===== src/rtl/htu_way_alloc_pkg.sv =====
// Shared types and constants for the HTU way allocator.
// Latency: none (declarations only).
// Backpressure: n/a.
//
// Contents: configuration struct, allocator FSM state enum, counter widths,
// and a helper that sizes a way index so that a one-way cache still gets a
// 1-bit index.
package htu_way_alloc_pkg;

  typedef struct packed {
    int unsigned wayNum;
    int unsigned setWidth;
  } mpc_cfg_t;

  localparam mpc_cfg_t MPC_CFG_DEFAULT = '{wayNum: 32'd4, setWidth: 32'd8};

  typedef enum logic [1:0] {
    HTU_ST_IDLE  = 2'd0,
    HTU_ST_WAIT  = 2'd1,
    HTU_ST_EVAL  = 2'd2,
    HTU_ST_GRANT = 2'd3
  } htu_alloc_state_e;

  localparam int unsigned HTU_STALL_CNT_W = 8;
  localparam int unsigned HTU_REF_CNT_W   = 3;

  function automatic int unsigned way_idx_w(input int unsigned n);
    return (n > 1) ? $clog2(n) : 1;
  endfunction

endpackage


===== src/rtl/htu_way_alloc_if.sv =====
// Bundle of all allocator-facing signals: request, grant, counter lookup/increment.
// Latency: none (wires only).
// Backpressure: request uses valid/ready; grant uses valid/ready.
//
// Modports: slave = the allocator itself, master = its environment
// (requester, grant consumer and reference counter together).
interface htu_way_alloc_if
  import htu_way_alloc_pkg::*;
#(
  parameter mpc_cfg_t Cfg = MPC_CFG_DEFAULT
) ();

  localparam int unsigned WAY_NUM = Cfg.wayNum;
  localparam int unsigned SET_W   = Cfg.setWidth;
  localparam int unsigned WAY_W   = way_idx_w(Cfg.wayNum);

  logic                                   alloc_req_valid;
  logic [SET_W-1:0]                       alloc_req_set;
  logic                                   alloc_req_ready;
  logic                                   alloc_flush;
  logic [WAY_NUM-1:0]                     way_pin_mask;
  logic [SET_W-1:0]                       ref_cnt_set;
  logic [WAY_NUM-1:0][HTU_REF_CNT_W-1:0]  ref_cnt_rsp;
  logic                                   alloc_rsp_valid;
  logic [SET_W-1:0]                       alloc_rsp_set;
  logic [WAY_W-1:0]                       alloc_rsp_way;
  logic                                   alloc_rsp_ready;
  logic                                   ref_cnt_access_valid;
  logic [SET_W-1:0]                       ref_cnt_access_set;
  logic [WAY_W-1:0]                       ref_cnt_access_way;
  logic [HTU_STALL_CNT_W-1:0]             alloc_stall_cnt;

  modport slave (
    input  alloc_req_valid, alloc_req_set, alloc_flush, way_pin_mask,
           ref_cnt_rsp, alloc_rsp_ready,
    output alloc_req_ready, ref_cnt_set, alloc_rsp_valid, alloc_rsp_set,
           alloc_rsp_way, ref_cnt_access_valid, ref_cnt_access_set,
           ref_cnt_access_way, alloc_stall_cnt
  );

  modport master (
    output alloc_req_valid, alloc_req_set, alloc_flush, way_pin_mask,
           ref_cnt_rsp, alloc_rsp_ready,
    input  alloc_req_ready, ref_cnt_set, alloc_rsp_valid, alloc_rsp_set,
           alloc_rsp_way, ref_cnt_access_valid, ref_cnt_access_set,
           ref_cnt_access_way, alloc_stall_cnt
  );

endinterface


===== src/rtl/htu_way_alloc_rr_pick.sv =====
// Round-robin first-one picker: first set bit of req_i at or after ptr_i, wrapping.
// Latency: combinational.
// Backpressure: none.
//
// Ports: req_i (N request bits), ptr_i (start index, must be < N),
// found_o (any request set), idx_o (chosen index, 0 when none).
// N need not be a power of two, so the wrap is an explicit subtract.
module htu_rr_pick #(
  parameter int unsigned N = 4,
  parameter int unsigned W = 2
) (
  input  logic [N-1:0] req_i,
  input  logic [W-1:0] ptr_i,
  output logic         found_o,
  output logic [W-1:0] idx_o
);

  logic [W:0] pos;

  always_comb begin
    found_o = 1'b0;
    idx_o   = '0;
    pos     = '0;
    for (int k = 0; k < int'(N); k++) begin
      // One extra bit so ptr + k cannot overflow before the modulo wrap.
      pos = {1'b0, ptr_i} + (W + 1)'(k);
      if (pos >= (W + 1)'(N)) begin
        pos = pos - (W + 1)'(N);
      end
      if (!found_o && req_i[pos[W-1:0]]) begin
        found_o = 1'b1;
        idx_o   = pos[W-1:0];
      end
    end
  end

endmodule


===== src/rtl/ns_gnrl_dfflr.sv =====
// Generic load-enabled flop with synchronous active-low reset to zero.
// Latency: 1 cycle from d_i to q_o when lden_i is high.
// Backpressure: none; holds value while lden_i is low.
//
// Ports: clk_i, rst_ni (sync, active-low), lden_i (load enable), d_i, q_o.
module ns_gnrl_dfflr #(
  parameter int unsigned DW = 1
) (
  input  logic          clk_i,
  input  logic          rst_ni,
  input  logic          lden_i,
  input  logic [DW-1:0] d_i,
  output logic [DW-1:0] q_o
);

  always_ff @(posedge clk_i) begin
    if (!rst_ni) begin
      q_o <= '0;
    end else if (lden_i) begin
      q_o <= d_i;
    end
  end

endmodule


===== src/rtl/htu_way_alloc.sv =====
// HTU way allocator: reads per-way ref counts for a set, grants a free unpinned way round-robin.
// Latency: request accepted at T -> grant valid at T+3 earliest; one allocation per 4 cycles max.
// Backpressure: req_ready only in IDLE; grant held stable until rsp_ready; no-candidate EVAL stalls.
//
// Ports: clk, rst_n (sync, active-low), alloc_if (slave modport) carrying the
// request, flush, pin mask, counter lookup (ref_cnt_set/rsp), grant
// (alloc_rsp_*), counter increment (ref_cnt_access_*) and the stall counter.
module htu_way_alloc
  import htu_way_alloc_pkg::*;
#(
  parameter mpc_cfg_t Cfg = MPC_CFG_DEFAULT
) (
  input  logic           clk,
  input  logic           rst_n,
  htu_way_alloc_if.slave alloc_if
);

  localparam int unsigned WAY_NUM = Cfg.wayNum;
  localparam int unsigned SET_W   = Cfg.setWidth;
  localparam int unsigned WAY_W   = way_idx_w(Cfg.wayNum);
  localparam int unsigned CNT_W   = HTU_STALL_CNT_W;

  typedef logic [SET_W-1:0] setWidth_t;
  typedef logic [WAY_W-1:0] wayIndexWidth_t;

  logic [1:0]        state_raw_q;
  htu_alloc_state_e  state_q;
  htu_alloc_state_e  state_d;

  setWidth_t         set_q;
  logic              set_ld;

  wayIndexWidth_t    rr_ptr_q;
  wayIndexWidth_t    rr_ptr_d;
  logic              rr_ptr_ld;

  logic [CNT_W-1:0]  stall_q;
  logic [CNT_W-1:0]  stall_d;
  logic              stall_ld;

  setWidth_t         rsp_set_q;
  wayIndexWidth_t    rsp_way_q;
  logic              rsp_ld;

  logic [WAY_NUM-1:0] cand;
  logic              pick_found;
  wayIndexWidth_t    pick_idx;
  logic              grant_hs;

  // ---------------------------------------------------------------------------
  // State registers
  // ---------------------------------------------------------------------------
  ns_gnrl_dfflr #(.DW(2)) u_state_q (
    .clk_i (clk), .rst_ni (rst_n), .lden_i (1'b1),
    .d_i   (state_d), .q_o (state_raw_q)
  );
  assign state_q = htu_alloc_state_e'(state_raw_q);

  ns_gnrl_dfflr #(.DW(SET_W)) u_set_q (
    .clk_i (clk), .rst_ni (rst_n), .lden_i (set_ld),
    .d_i   (alloc_if.alloc_req_set), .q_o (set_q)
  );

  ns_gnrl_dfflr #(.DW(WAY_W)) u_rr_ptr_q (
    .clk_i (clk), .rst_ni (rst_n), .lden_i (rr_ptr_ld),
    .d_i   (rr_ptr_d), .q_o (rr_ptr_q)
  );

  ns_gnrl_dfflr #(.DW(CNT_W)) u_stall_q (
    .clk_i (clk), .rst_ni (rst_n), .lden_i (stall_ld),
    .d_i   (stall_d), .q_o (stall_q)
  );

  ns_gnrl_dfflr #(.DW(SET_W)) u_rsp_set_q (
    .clk_i (clk), .rst_ni (rst_n), .lden_i (rsp_ld),
    .d_i   (set_q), .q_o (rsp_set_q)
  );

  ns_gnrl_dfflr #(.DW(WAY_W)) u_rsp_way_q (
    .clk_i (clk), .rst_ni (rst_n), .lden_i (rsp_ld),
    .d_i   (pick_idx), .q_o (rsp_way_q)
  );

  // ---------------------------------------------------------------------------
  // Victim selection: free (count 0) and not pinned; pin mask is used live.
  // ---------------------------------------------------------------------------
  always_comb begin
    cand = '0;
    for (int i = 0; i < int'(WAY_NUM); i++) begin
      cand[i] = (alloc_if.ref_cnt_rsp[i] == '0) && !alloc_if.way_pin_mask[i];
    end
  end

  htu_rr_pick #(.N(WAY_NUM), .W(WAY_W)) u_rr_pick (
    .req_i   (cand),
    .ptr_i   (rr_ptr_q),
    .found_o (pick_found),
    .idx_o   (pick_idx)
  );

  assign grant_hs = (state_q == HTU_ST_GRANT) && alloc_if.alloc_rsp_ready;

  // ---------------------------------------------------------------------------
  // Next state
  // ---------------------------------------------------------------------------
  always_comb begin
    state_d   = state_q;
    set_ld    = 1'b0;
    rr_ptr_ld = 1'b0;
    stall_ld  = 1'b0;
    rsp_ld    = 1'b0;
    // Pointer moves to the way after the one just granted.
    rr_ptr_d  = (rsp_way_q == WAY_W'(WAY_NUM - 1)) ? '0 : rsp_way_q + 1'b1;
    stall_d   = stall_q + 1'b1;

    unique case (state_q)
      HTU_ST_IDLE: begin
        if (alloc_if.alloc_req_valid) begin
          set_ld  = 1'b1;
          state_d = HTU_ST_WAIT;
        end
      end
      HTU_ST_WAIT: begin
        state_d = alloc_if.alloc_flush ? HTU_ST_IDLE : HTU_ST_EVAL;
      end
      HTU_ST_EVAL: begin
        // Every candidate-less EVAL cycle counts, including one that is flushed.
        if (!pick_found && (stall_q != '1)) begin
          stall_ld = 1'b1;
        end
        if (alloc_if.alloc_flush) begin
          state_d = HTU_ST_IDLE;
        end else if (pick_found) begin
          rsp_ld  = 1'b1;
          state_d = HTU_ST_GRANT;
        end
      end
      HTU_ST_GRANT: begin
        // Flush is deliberately ignored here: a presented grant always completes.
        if (alloc_if.alloc_rsp_ready) begin
          rr_ptr_ld = 1'b1;
          state_d   = HTU_ST_IDLE;
        end
      end
      default: begin
        state_d = HTU_ST_IDLE;
      end
    endcase
  end

  // ---------------------------------------------------------------------------
  // Outputs
  // ---------------------------------------------------------------------------
  assign alloc_if.alloc_req_ready      = (state_q == HTU_ST_IDLE);
  assign alloc_if.ref_cnt_set          = set_q;
  assign alloc_if.alloc_rsp_valid      = (state_q == HTU_ST_GRANT);
  assign alloc_if.alloc_rsp_set        = rsp_set_q;
  assign alloc_if.alloc_rsp_way        = rsp_way_q;
  assign alloc_if.ref_cnt_access_valid = grant_hs;
  assign alloc_if.ref_cnt_access_set   = rsp_set_q;
  assign alloc_if.ref_cnt_access_way   = rsp_way_q;
  assign alloc_if.alloc_stall_cnt      = stall_q;

endmodule


===== src/flat_wrapper.sv =====
// flat-port wrapper written by rule: the top's interface ports become plain ports
module htu_way_alloc_flat import htu_way_alloc_pkg::*;
#(
  parameter mpc_cfg_t Cfg = MPC_CFG_DEFAULT
)
  (clk, rst_n, alloc_if_alloc_req_valid, alloc_if_alloc_req_set, alloc_if_alloc_flush, alloc_if_way_pin_mask, alloc_if_ref_cnt_rsp, alloc_if_alloc_rsp_ready, alloc_if_alloc_req_ready, alloc_if_ref_cnt_set, alloc_if_alloc_rsp_valid, alloc_if_alloc_rsp_set, alloc_if_alloc_rsp_way, alloc_if_ref_cnt_access_valid, alloc_if_ref_cnt_access_set, alloc_if_ref_cnt_access_way, alloc_if_alloc_stall_cnt);
  htu_way_alloc_if #(.Cfg(Cfg)) alloc_if_i ();
  input  logic clk;
  input  logic rst_n;
  input wire logic [$bits(alloc_if_i.alloc_req_valid)-1:0] alloc_if_alloc_req_valid;
  input wire logic [$bits(alloc_if_i.alloc_req_set)-1:0] alloc_if_alloc_req_set;
  input wire logic [$bits(alloc_if_i.alloc_flush)-1:0] alloc_if_alloc_flush;
  input wire logic [$bits(alloc_if_i.way_pin_mask)-1:0] alloc_if_way_pin_mask;
  input wire logic [$bits(alloc_if_i.ref_cnt_rsp)-1:0] alloc_if_ref_cnt_rsp;
  input wire logic [$bits(alloc_if_i.alloc_rsp_ready)-1:0] alloc_if_alloc_rsp_ready;
  output wire logic [$bits(alloc_if_i.alloc_req_ready)-1:0] alloc_if_alloc_req_ready;
  output wire logic [$bits(alloc_if_i.ref_cnt_set)-1:0] alloc_if_ref_cnt_set;
  output wire logic [$bits(alloc_if_i.alloc_rsp_valid)-1:0] alloc_if_alloc_rsp_valid;
  output wire logic [$bits(alloc_if_i.alloc_rsp_set)-1:0] alloc_if_alloc_rsp_set;
  output wire logic [$bits(alloc_if_i.alloc_rsp_way)-1:0] alloc_if_alloc_rsp_way;
  output wire logic [$bits(alloc_if_i.ref_cnt_access_valid)-1:0] alloc_if_ref_cnt_access_valid;
  output wire logic [$bits(alloc_if_i.ref_cnt_access_set)-1:0] alloc_if_ref_cnt_access_set;
  output wire logic [$bits(alloc_if_i.ref_cnt_access_way)-1:0] alloc_if_ref_cnt_access_way;
  output wire logic [$bits(alloc_if_i.alloc_stall_cnt)-1:0] alloc_if_alloc_stall_cnt;
  assign alloc_if_i.alloc_req_valid = alloc_if_alloc_req_valid;
  assign alloc_if_i.alloc_req_set = alloc_if_alloc_req_set;
  assign alloc_if_i.alloc_flush = alloc_if_alloc_flush;
  assign alloc_if_i.way_pin_mask = alloc_if_way_pin_mask;
  assign alloc_if_i.ref_cnt_rsp = alloc_if_ref_cnt_rsp;
  assign alloc_if_i.alloc_rsp_ready = alloc_if_alloc_rsp_ready;
  assign alloc_if_alloc_req_ready = alloc_if_i.alloc_req_ready;
  assign alloc_if_ref_cnt_set = alloc_if_i.ref_cnt_set;
  assign alloc_if_alloc_rsp_valid = alloc_if_i.alloc_rsp_valid;
  assign alloc_if_alloc_rsp_set = alloc_if_i.alloc_rsp_set;
  assign alloc_if_alloc_rsp_way = alloc_if_i.alloc_rsp_way;
  assign alloc_if_ref_cnt_access_valid = alloc_if_i.ref_cnt_access_valid;
  assign alloc_if_ref_cnt_access_set = alloc_if_i.ref_cnt_access_set;
  assign alloc_if_ref_cnt_access_way = alloc_if_i.ref_cnt_access_way;
  assign alloc_if_alloc_stall_cnt = alloc_if_i.alloc_stall_cnt;
  htu_way_alloc #(.Cfg(Cfg)) u_core (.clk(clk), .rst_n(rst_n), .alloc_if(alloc_if_i));
endmodule

===== config.mk =====
export PLATFORM = sky130hd
export DESIGN_NAME = htu_way_alloc_flat
export DESIGN_NICKNAME = d
export VERILOG_FILES = /design/src/rtl/htu_way_alloc_pkg.sv /design/src/rtl/htu_way_alloc_if.sv /design/src/rtl/htu_way_alloc_rr_pick.sv /design/src/rtl/ns_gnrl_dfflr.sv /design/src/rtl/htu_way_alloc.sv /design/src/flat_wrapper.sv
export SDC_FILE = /design/constraint.sdc
export NUM_CORES = 1
export LEC_CHECK = 0
export BUFFER_PORTS_ARGS = -buffer_cell sky130_fd_sc_hd__buf_2
export CORE_MARGIN = 1.5
export CORE_UTILIZATION = 30
export DETAILED_ROUTE_END_ITERATION = 8
export PLACE_DENSITY = 0.59
export SYNTH_ARGS = -nofsm -noshare
export SYNTH_HDL_FRONTEND = slang
export SYNTH_SLANG_ARGS = --single-unit

===== constraint.sdc =====
create_clock -name clk -period 3.4 [get_ports clk]
set_input_delay 0.17 -clock clk [delete_from_list [all_inputs] [get_ports clk]]
set_output_delay 0.17 -clock clk [all_outputs]
set_load 0.05 [all_outputs]

======== Yosys cells after proc, flatten, opt, wreduce, memory -nomap -nowiden ========
Cells that the tools add are included.
cells by class
  magnitude comparators ................... 8
  add/subtract/negate cells ............... 9
  equality and inequality tests ........... 8
  mux-type cells .......................... 36
  reductions and logical operators ........ 23
operator list
  cell                                                                     number
  2-bit 2-to-1 mux                                                         14
  1-bit 2-to-1 mux                                                         17
  3-bit logical NOT                                                        4
  2-bit by 3-bit < comparator with 1-bit output, second input constant     4
  3-bit >= comparator, second input constant                               3
  1-bit logical AND                                                        9
  8-bit by 1-bit adder with 8-bit output, second input constant            1
  1-bit binary-select mux with 2-bit select                                4
  1-bit logical NOT                                                        8
  8-bit inequality test, second input constant                             1
  2-bit one-hot mux with 4 select lines                                    1
  2-bit by 1-bit subtractor with 2-bit output, second input constant       4
  2-bit by 2-bit adder with 3-bit output, second input constant            2
  2-bit equality test, second input constant                               3
  2-bit inequality test, second input constant                             2
  2-bit by 1-bit adder with 3-bit output, second input constant            1
  2-bit by 3-bit >= comparator with 1-bit output, second input constant    1
  3-bit by 2-bit inequality test with 1-bit output, second input constant  1
  3-bit AND reduction                                                      1
  2-bit by 1-bit adder with 2-bit output, second input constant            1
  2-bit by 1-bit equality test with 1-bit output, second input constant    1
  2-bit logical NOT                                                        1
storage, ports and cells
  flip-flop bits (word level) ............. 30
  bits of input ports ..................... 29

======== Logic depth before layout (Yosys ltp) ========
Gate-level depths: netlist of the first run.
  word-level depth ........................ 18
  depth in mapped cells ................... 6
  mapped depth without buffers ............ 5

======== Hierarchy ========
From an unflattened synthesis of the first run, not the netlist that was laid out.
second synthesis, totals
  cells, all modules ...................... 157
  area, all modules ....................... 1529.0 µm²
modules (own cells, without submodules)
  module                                  cells each  instances  area an instance (µm²)
  ns_gnrl_dfflr (u_core.u_rsp_set_q ...)  25          3          301.5
  htu_way_alloc                           49          1          329.1
  ns_gnrl_dfflr (u_core.u_rr_ptr_q ...)   6           3          72.6
  htu_rr_pick                             15          1          77.6

======== Worst setup path after synthesis of the first run ========
OpenSTA, ideal clock, no wires.
  path kind ............................... reg-to-reg
  start ................................... reg u_core.u_stall_q.q_o[0]
  end ..................................... reg u_core.u_stall_q.q_o[5]
  cell stages (with the launch flop) ...... 7
  data arrival time ....................... 1.749 ns
  path buffers ............................ 1
  path slack .............................. 1.522 ns
  data required time ...................... 3.271 ns
  cell sequence ........................... dfxtp_1 ha_1 nand3_1 o21ai_1 clkbuf_1 nor4_1 mux2i_1
on the way
  longest elaborated chain between the ends .. 4
  elaborated cells between the ends (all ways) .. 5
ends and longest elaborated chain
  what                                                                                            RTL line             text
  from (decl)                                                                                     ns_gnrl_dfflr.sv:13  output logic [DW-1:0] q_o
  from (signal assigned)                                                                          ns_gnrl_dfflr.sv:20  q_o <= d_i;
  parallel branches: the longest is 4 deep, another holds 8-bit by 1-bit adder with 8-bit output  n/a
Several ways; the timed one is not identified.
A chain may end at the register's enable or synchronous reset.

======== Final worst setup path of the first run ========
  start ................................... reg u_core.u_stall_q.q_o[0]
  end ..................................... reg u_core.u_stall_q.q_o[7]
Same word-level chain as after synthesis.

==> results by group, run 1 <==
GRT
  • Vias in the first global route: 1244
  • Grt total ovfl: 0
  • Pin count of the biggest net entering global routing: 27
  • Initial antenna violation count: 0
  • First-pass GRT wire length: around 5500 um
  • Total track usage: approximately an eighth

Clock network
  • Hold Buf Count CTS: 0
  • TritonCTS buffer count: 5
  • Clk sinks: 30
  • Root Driver: clkbuf_8
  • Worst-skew pair later-pin latency: 0.28 ns
  • H-tree lvl count: 2
  • CTS tree: done
  • CTS resizes: 0
  • CTS clock-pin slew for the worst setup and hold paths: 0.06 ns
  • CTS max path bufs: 2
  • # Post-CTS Setup Buffers: 0

Logic synthesis
  • Compound-gate portion of the synthesized area: 13.6%
  • Post-Syn Area: between 1500 and 2000 um^2
  • Synth Area in Simple Gates: 27.2%
  • Top FF cell, synth: dfxtp_1
  • FFs w/ async S/R, synth: 0%
  • Mapped Nets: 205
  • Synth Area in XOR/XNOR: 0%
  • Post-synthesis average cell area: 9.00 um^2
  • Seq cells post-synth: 30
  • Cell taking the most area after synthesis: dfxtp_1
  • Largest family of logic cells by synthesized area: simple AND/OR/NAND/NOR gates
  • Synth Area in Adders: under 10%
  • Cell variety after synth: 37
  • Yosys top cell area share: 38.3%
  • Post-Syn Instances: 174
  • Part of the Yosys area used for sequential elements: 38.3%
  • EDFF count, synth: 0
  • Post-synthesis mux area share: between 8 and 9%
  • Yosys warning count: 0
  • Synth area leaders: dfxtp_1 (38%), mux2i_1 (8.3%), a21oi_1 (6.4%)

Worst setup path
  • CP startpoint kind: register
  • Crit path max-delay family: compound AO/OA/AOI/OAI gates
  • Crit path from: u_core.u_stall_q.q_o[0]$_SDFFE_PN0P_
  • Crit path DAT: 1.92 ns
  • Buf/Inv on CP: 0
  • Critical R2R Launch: u_core.u_stall_q.q_o[0]$_SDFFE_PN0P_
  • Worst Path Class, Setup: register to register
  • Worst Path Required: 3.55 ns
  • Crit-path cells: ha_1, nand3_1, o21ai_1, nor4_1, mux2i_1
  • Slowest stage cell, crit path: o21ai_1
  • Critical path endpoint category: register
  • CP peak stage delay: between 0.6 and 0.7 ns
  • Crit path max fanout: 13

STA
  • Worst Skew: 0.00200 ns
  • Setup violators final: 0
  • Final period utilization: 51.9%
  • Min Hold Slack: ~0.13 ns
  • Setup TNS: 0 ns
  • Worst slew margin: 43.6%
  • Final Hold Viols: 0
  • Post-route minimum period: 1.76 ns
  • Count of pins over their slew limit: 0
  • Worst-margin pin slew: 0.845 ns
  • RSZ-0062 raised after global routing: false
  • Fmax: 0.567 GHz

Route
  • Remaining DRCs: 0
  • Drt total wl: 3620 um
  • Drt initial violations: 38
  • Router iterations before antenna repair: 6
  • Post-route ant nets: 0
  • DR vias: 1433
  • Vias per inst: between 4 and 5
  • DR WL/cell: 12.0 um

Layout
  • Fillcell total: 557
  • Final design area excluding fillers: roughly 1900 um^2
  • Area Overhead vs Synth: 23.0%
  • Layout cell share with drive strength beyond 1: 36.8%
  • Nets: ~260
  • Antenna cells: 0

Floorplan
  • Core Region: 5070 um^2
  • Die area: 5660 um^2
  • Die X: approximately 75 um
  • # IOs: 68
  • Initial core utilization: 30.9%
  • Cell Rows: 26
  • Die boundary height: 75.3 um

Job
  • Maxcap violations: 0

Power and ir drop
  • Maximum vdd drop: 0.000157 V
  • Power Density: 381 nW/um^2
  • Leakage dissipation: 0.925 nW

Status
  • Status: complete, no violations

Min path
  • Min-Delay Path Class: input port to register
  • Worst hold start: alloc_if_alloc_req_set[0]

Placed design
  • DP HPWL: approximately 2700 um
  • PortBufs: 67
  • Dpl cell area: 1850 um^2
  • Placer Congestion: 0.702
-- cell families (layout without fill, tap and decap cells) --
| logic type | count (synthesis) | after routing |
|---|---|---|
| AO/OA/AOI/OAI | 34 | 34 |
| adder cells (fa/ha/maj) | 2 | 2 |
| buffers and inverters | 22 | 79 |
| flip-flops | 30 | 30 |
| multiplexers | 13 | 13 |
| AND/OR/NAND/NOR | 73 | 73 |
-- synthesized netlist by cell type (2+ instances only) --
cell / instances
a21oi_1: 20
and2_1: 2
buf_4: 10
buf_6: 3
clkbuf_1: 4
dfxtp_1: 30
ha_1: 2
inv_1: 4
mux2i_1: 13
nand2_1: 23
nand2b_1: 3
nand3_1: 4
nand4_1: 2
nor2_1: 13
nor2b_1: 2
nor3_1: 2
nor4_1: 5
nor4_4: 2
o21ai_1: 4
o31ai_1: 3
or3_1: 2
or4_1: 5
or4_4: 2
-- layout by cell type (no fill, tap or decap) --
| cell type | count |
|---|---|
| buf_2 | 67 |
| dfxtp_1 | 30 |
| nand2_1 | 23 |
| a21oi_1 | 20 |
| nor2_1 | 13 |
| mux2i_1 | 13 |
| nor4_1 | 5 |
| or4_1 | 5 |
| clkbuf_8 | 5 |
| nand3_1 | 4 |
| inv_1 | 4 |
| o21ai_1 | 4 |
| nand2b_1 | 3 |
| o31ai_1 | 3 |
| and2_1 | 2 |
| nor2b_1 | 2 |
| nor4_4 | 2 |
| or4_4 | 2 |
| o41ai_2 | 2 |
| nor3_1 | 2 |
| nand4_1 | 2 |
| or3_1 | 2 |
| ha_1 | 2 |
| clkinv_2 | 2 |
| nor4_2 | 1 |
| o41a_1 | 1 |
| o32ai_1 | 1 |
| nor3b_1 | 1 |
| nand3_2 | 1 |
| o211a_1 | 1 |
| or2b_1 | 1 |
| o311a_1 | 1 |
| nand4_2 | 1 |
| or3b_2 | 1 |
| o21ai_0 | 1 |
| buf_4 | 1 |
-- worst paths after layout --
| check | to | slack [ns] | cells after the start |
|---|---|---|---|
| setup / recovery | u_core.u_stall_q.q_o[7]$_SDFFE_PN0P_ | 1.64 | 5 |
| hold / removal | u_core.u_set_q.q_o[0]$_SDFFE_PN0P_ | 0.13 | 3 |
| setup reg to reg | u_core.u_stall_q.q_o[7]$_SDFFE_PN0P_ | 1.64 | 5 |
| hold reg to reg | u_core.u_set_q.q_o[6]$_SDFFE_PN0P_ | 0.48 | 2 |
-- cell type report --
type	instances	area, um^2	share of cell area, %
Clock buffer	5	68.8	3.57
Clock inverter	2	10.0	0.519
Inverter	4	15.0	0.779
Multi-Input combinational cell	122	802	41.6
Sequential cell	30	601	31.2
Tap cell	70	87.6	4.55
Timing Repair Buffer	68	343	17.8
-- worst reg2reg max path: stages, from the launching register on --
cell	delay, ns
dfxtp_1	0.39
ha_1	0.18
nand3_1	0.13
o21ai_1	0.63
nor4_1	0.16
mux2i_1	0.15
-- state kept, by name, summed over array words and instances, names as in the netlist --
name                    count
u_core.u_rsp_set_q.q_o      8
u_core.u_state_q.q_o        2
u_core.u_rsp_way_q.q_o      2
u_core.u_set_q.q_o          8
u_core.u_stall_q.q_o        8
u_core.u_rr_ptr_q.q_o       2
-- through the flow --
| step | instances | utilization [%] | setup slack (ns) | power [mW] |
|---|---|---|---|---|
| after global routing | 301 | 38.0 | 1.45 | 0.771 |
| after CTS | 301 | 38.0 | 1.66 | 0.748 |
| after floorplan | 174 | - | 1.52 | 0.441 |
| final | 301 | 38.0 | 1.64 | 0.734 |
| after global placement | 294 | 36.4 | 1.71 | 0.475 |
| after detailed placement | 294 | 36.4 | 1.66 | 0.476 |
-- power by group --
part	switching (mW)	internal, mW
Sequential	0.00733	0.360
Clock	0.130	0.137
Combinational	0.0694	0.0308
-- layer usage --
layer | global-route usage, % | share of wire [%] | up-vias
met1 | 15.0 | 44 | 661
met3 | 2.41 | 3.8 | 5
met2 | 22.6 | 51 | 32
li1 | - | - | 735
met5 | 0 | 0 | -
met4 | 5.95 | 1.2 | 0
(Power assumes the default switching activity.)
==> run 2, diff against run 1 <==
Settings changed: PLACE_DENSITY 0.59 to 0.61.
Clock period 3.4 ns to 1.55 ns, I/O delays scaled along.
==> run 2 against run 1 <==
Critical path depth is the same. Combinational power grew 140%. Maximum frequency grew 22%. Largest power group unchanged. Sequential cell count is the same. Highest routed layer unchanged. Critical path type unchanged. Largest cell class unchanged. First-iteration DRC count grew 13%.
==> results by group, run 2 (same netlist as run 1, synthesis figures left out) <==
Floorplan
  • # IOs: 68
  • Die area: 5660 um^2
  • Die boundary height: 75.3 um
  • Core Region: 5070 um^2
  • Cell Rows: 26
  • Die X: 75.3 um
  • Initial core utilization: 30.9%

Clock network
  • Root Driver: clkbuf_8
  • CTS max path bufs: 2
  • Hold Buf Count CTS: 0
  • CTS tree: done
  • CTS clock-pin slew for the worst setup and hold paths: 0.07 ns
  • Clk sinks: 30
  • TritonCTS buffer count: 5
  • Worst-skew pair later-pin latency: 0.28 ns
  • H-tree lvl count: 2

Power and ir drop
  • Switching pwr: 0.463 mW
  • Internal: ~1.2 mW
  • Sw frac: 27.5%
  • Maximum vdd drop: 0.000423 V
  • Leakage dissipation: 1.03 nW
  • Clock network power share: 38.4%
  • Combinational power share: 14.3%
  • Power Density: 797 nW/um^2
  • Sequential share of power: 47.3%

STA
  • Final Hold Viols: 0
  • Fmax: 0.692 GHz
  • Worst-margin pin slew: 0.493 ns
  • Worst Skew: 0.00484 ns
  • Count of pins over their slew limit: 0
  • Setup violators final: 0
  • RSZ-0062 raised after global routing: false
  • Worst slew margin: between 60% and 70%
  • Final period utilization: 93.2%
  • Post-route minimum period: 1.45 ns
  • Setup TNS: 0 ns
  • Min Hold Slack: around 0.035 ns

Status
  • Status: complete, no violations

Route
  • DR vias: 1526
  • Drt initial violations: 43
  • Vias per inst: 4.78
  • Drt total wl: roughly 3700 um
  • Remaining DRCs: 0
  • Router iterations before antenna repair: 4
  • Post-route ant nets: 0
  • DR WL/cell: 11.7 um

Worst setup path
  • Crit path max fanout: 9
  • Critical path endpoint category: register
  • Worst Path Required: 1.75 ns
  • CP startpoint kind: register
  • Worst Path Class, Setup: register to register
  • Crit path DAT: 1.65 ns

Layout
  • Leading cell type in the layout, fill and taps excluded: buf_2
  • Biggest regs: u_core.u_rsp_set_q.q_o: 8 flops, u_core.u_set_q.q_o: 8 flops, u_core.u_stall_q.q_o: 8 flops
  • Commonest non-fill, non-tap cells in the layout: buf_2 (67), dfxtp_1 (26), nand2_1 (23)
  • Antenna cells: 0
  • Nets: 279
  • Fillcell total: 560
  • Layout cell share with drive strength beyond 1: 44.6%
  • Final design area excluding fillers: 2120 um^2
  • Area Overhead vs Synth: 35.1%
  • Fin util: a little over two fifths

GRT
  • Initial antenna violation count: 0
  • Grt total ovfl: 0
  • First-pass GRT wire length: 5890 um
  • Pin count of the biggest net entering global routing: 14
  • Total track usage: between 10% and 20%
  • Vias in the first global route: 1312

Placed design
  • Placer Congestion: 0.766
  • PortBufs: 67
  • DP HPWL: 2860 um
  • Dpl cell area: 2010 um^2

Job
  • Maxcap violations: 0

Min path
  • Min-Delay Path Class: input port to register
==> run 2: per-layer routing <==
layer  global-route usage (%)  vias up  routed length (um)
met1                     16.6      705                1620
met5                        0        -                   0
li1                         -      765                   -
met4                     5.16        0                  57
met3                     4.02        9                 239
met2                     23.3       47                1810
==> run 2: cell type report <==
cell class / count / area, um^2 / share of cell area [%]
Clock inverter: 2 / 11.3 / 0.532
Clock buffer: 6 / 82.6 / 3.90
Tap cell: 70 / 87.6 / 4.14
Timing Repair Buffer: 85 / 483 / 22.8
Multi-Input combinational cell: 122 / 827 / 39.1
Sequential cell: 30 / 611 / 28.8
Inverter: 4 / 15.0 / 0.709
==> run 2: power groups by stage <==
stage / registers [mW] / logic [mW] / clock network (mW)
final: 0.798 / 0.242 / 0.648
after floorplan: 0.868 / 0.0978 / 0
after detailed placement: 0.816 / 0.243 / 0
after global placement: 0.815 / 0.240 / 0
after CTS: 0.798 / 0.244 / 0.673
after global routing: 0.800 / 0.264 / 0.721
==> run 2: through the flow <==
stage	instances	worst slack, ns	total power [mW]
5_1_grt	319	0.0295	1.79
2_1_floorplan	174	-0.0398	0.966
3_5_place_dp	311	-0.0160	1.06
6_report	319	0.105	1.69
4_1_cts	319	0.0554	1.72
3_3_place_gp	311	-0.000205	1.06
==> run 2: worst max-delay path: stages (launching register included) <==
cell	delay, ns
dfxtp_4	0.34
ha_1	0.21
nand3_2	0.11
o21ai_4	0.10
or4_1	0.48
a21oi_1	0.14
==> run 2: worst paths after layout <==
kind | cells past startpoint | slack, ns | startpoint | endpoint
hold / removal | 3 | 0.04 | alloc_if_alloc_req_set[3] | u_core.u_set_q.q_o[3]$_SDFFE_PN0P_
setup / recovery | 5 | 0.10 | u_core.u_stall_q.q_o[0]$_SDFFE_PN0P_ | u_core.u_stall_q.q_o[3]$_SDFFE_PN0P_
setup reg to reg | 5 | 0.10 | u_core.u_stall_q.q_o[0]$_SDFFE_PN0P_ | u_core.u_stall_q.q_o[3]$_SDFFE_PN0P_
hold reg to reg | 2 | 0.47 | u_core.u_set_q.q_o[5]$_SDFFE_PN0P_ | u_core.u_set_q.q_o[5]$_SDFFE_PN0P_
==> run 2: what timing repair did <==
| item | CTS | global route |
|---|---|---|
| hold endpoints to repair | 0 | 0 |
| endpoints found under the setup margin | 4 | 2 |
| setup buffers | 0 | 0 |
| gates resized for setup | 1 | 2 |
==> run 3, diff against run 2 <==
Settings changed: CORE_ASPECT_RATIO from default to 1.1, GPL_TIMING_DRIVEN from default to 0.
==> run 3 against run 2 <==
Core utilization increased by 0.79 points. Register-to-register slack lost 0.02 ns. Sequential share of layout area decreased by 0.25 points. Die area hardly changed. Critical endpoint is now u_core.u_stall_q.q_o[0]$_SDFFE_PN0P_. Largest cell class unchanged.
==> results by group, run 3 (same netlist as run 1, synthesis figures left out) <==
Placed design
  • DP HPWL: 2820 um
  • Placer Congestion: 0.847
  • Dpl cell area: between 1500 and 2000 um^2
  • PortBufs: 66

Floorplan
  • Die area: 5670 um^2
  • Core Region: 5030 um^2
  • Initial core utilization: between 30 and 40%
  • Cell Rows: 27
  • Die boundary height: about 79 um
  • Die X: 71.9 um
  • # IOs: 68

Worst setup path
  • Critical R2R Launch: u_core.u_stall_q.q_o[0]$_SDFFE_PN0P_
  • Crit-path cells: ha_1, nand3_2, o21ai_2, clkbuf_8, or3_1, a21oi_1
  • CP peak stage delay: 0.35 ns
  • Crit path max fanout: 10
  • Crit path from: u_core.u_stall_q.q_o[0]$_SDFFE_PN0P_
  • CP startpoint kind: register
  • Worst Path Class, Setup: register to register
  • Slowest stage cell, crit path: dfxtp_4
  • Crit Reg-Reg Endpoint: u_core.u_stall_q.q_o[0]$_SDFFE_PN0P_
  • Buf/Inv on CP: 1
  • Worst Path Required: 1.75 ns
  • Reg-to-reg setup timing slack: approximately 0.083 ns
  • R2R depth: 6
  • Crit path max-delay family: simple AND/OR/NAND/NOR gates
  • Crit path DAT: roughly 1.7 ns
  • End of the critical path: u_core.u_stall_q.q_o[0]$_SDFFE_PN0P_
  • Levels on crit path: 6
  • Critical path endpoint category: register

Route
  • Post-route ant nets: 0
  • DR WL/cell: 12.7 um
  • Drt initial violations: 65
  • Router iterations before antenna repair: 4
  • Remaining DRCs: 0
  • DR vias: 1489
  • Vias per inst: 4.85
  • Drt total wl: 3890 um

Clock network
  • Clk sinks: 30
  • Root Driver: clkbuf_8
  • H-tree lvl count: 2
  • Worst-skew pair later-pin latency: 0.28 ns
  • TritonCTS buffer count: 5
  • CTS tree: done
  • CTS clock-pin slew for the worst setup and hold paths: 0.07 ns
  • CTS max path bufs: 2

Layout
  • Biggest regs: u_core.u_rsp_set_q.q_o: 8 flops, u_core.u_set_q.q_o: 8 flops, u_core.u_stall_q.q_o: 8 flops
  • Commonest non-fill, non-tap cells in the layout: buf_2 (66), dfxtp_1 (25), nand2_1 (23)
  • Final design area excluding fillers: 2140 um^2
  • Nets: around 280
  • Antenna cells: 0
  • Layout cell share with drive strength beyond 1: around 44%
  • Fillcell total: around 540
  • Area Overhead vs Synth: 36.6%
  • Leading cell type in the layout, fill and taps excluded: buf_2

STA
  • Worst-margin pin slew: 0.607 ns
  • Worst slew margin: 59.1%
  • Worst Skew: roughly 0.0064 ns
  • Setup violators final: 0
  • Count of pins over their slew limit: 0
  • Final period utilization: a little over nine tenths
  • Fmax: 0.682 GHz
  • Final Hold Viols: 0
  • Post-route minimum period: 1.47 ns

GRT
  • First-pass GRT wire length: 6130 um
  • Grt total ovfl: 0
  • Pin count of the biggest net entering global routing: 11
  • Initial antenna violation count: 0
  • Total track usage: between 10 and 15%
  • Vias in the first global route: 1294

Power and ir drop
  • Power Total: 1.70 mW
  • Leakage dissipation: just over 1 nW
  • Power Density: about 790 nW/um^2
  • Maximum vdd drop: 0.000380 V

Min path
  • Min-Delay Path Class: input port to register

Status
  • Status: complete, no violations

Job
  • Maxcap violations: 0
run 3: changes by cell type in the layout (fill, tap and decap cells not counted), sizes merged:
| cell | previous run | this run |
|---|---|---|
| clkbuf | 6 | 10 |
| bufbuf | 0 | 1 |
| buf | 85 | 80 |
run 3: tightest hold or removal path, stage by stage:
cell,delay (ns)
buf_2,0.10
nand2_1,0.04
a21oi_1,0.05
run 3: where the power goes:
group	internal, mW	switching (mW)
Sequential	0.786	0.0155
Combinational	0.0782	0.161
Clock	0.357	0.301
run 3: what timing repair did:
| action | in CTS | in global routing |
|---|---|---|
| buffers inserted | 0 | 1 |
| endpoints found under the setup margin | 5 | 6 |
| hold endpoints to repair | 0 | 0 |
| pin swaps | 0 | 3 |
| gates resized for setup | 7 | 2 |
| cloned | 0 | 0 |
| hold buffers | 0 | 0 |
run 3: how the worst min path moves through the flow:
stage / start / cells after the start / endpoint / slack [ns]
final: alloc_if_alloc_req_set[0] / 3 / u_core.u_set_q.q_o[0]$_SDFFE_PN0P_ / 0.03
after global routing: alloc_if_alloc_req_set[7] / 3 / u_core.u_set_q.q_o[7]$_SDFFE_PN0P_ / 0.03
after CTS: alloc_if_alloc_req_set[0] / 3 / u_core.u_set_q.q_o[0]$_SDFFE_PN0P_ / 0.02
after detailed placement: alloc_if_alloc_req_set[0] / 3 / u_core.u_set_q.q_o[0]$_SDFFE_PN0P_ / 0.33
after global placement: alloc_if_alloc_req_set[2] / 3 / u_core.u_set_q.q_o[2]$_SDFFE_PN0P_ / 0.32
after floorplan: alloc_if_alloc_req_set[0] / 2 / u_core.u_set_q.q_o[0]$_SDFFE_PN0P_ / 0.21
run 3: final cells by class:
cell class | count | area (um^2) | area share [%]
multi-input combinational | 122 | 842 | 39.4
tap | 58 | 72.6 | 3.39
buffer | 18 | 166 | 7.78
clock inverter | 2 | 11.3 | 0.526
clock buffer | 6 | 82.6 | 3.86
inverter | 4 | 15.0 | 0.702
timing repair buffer | 67 | 338 | 15.8
sequential | 30 | 612 | 28.6
run 3: layer usage:
layer	vias to the layer above	track usage (%)	routed length [um]
li1	763	-	-
met1	680	16.6	1700
met2	40	23.3	1930
met3	6	3.55	197
met4	0	5.66	59
met5	-	0	0
run 3: metrics by stage:
| step | util, % | setup slack [ns] | std cells | TNS [ns] | hold WS (ns) |
|---|---|---|---|---|---|
| after floorplan | - | -0.0398 | 174 | -0.0398 | 0.214 |
| after global placement | 39.5 | -0.119 | 298 | -0.227 | 0.321 |
| after detailed placement | 39.5 | -0.120 | 298 | -0.279 | 0.328 |
| after CTS | 42.2 | 0.0439 | 306 | 0 | 0.0216 |
| after global routing | 42.5 | -0.000555 | 307 | -0.000555 | 0.0315 |
| final | 42.5 | 0.0830 | 307 | 0 | 0.0285 |
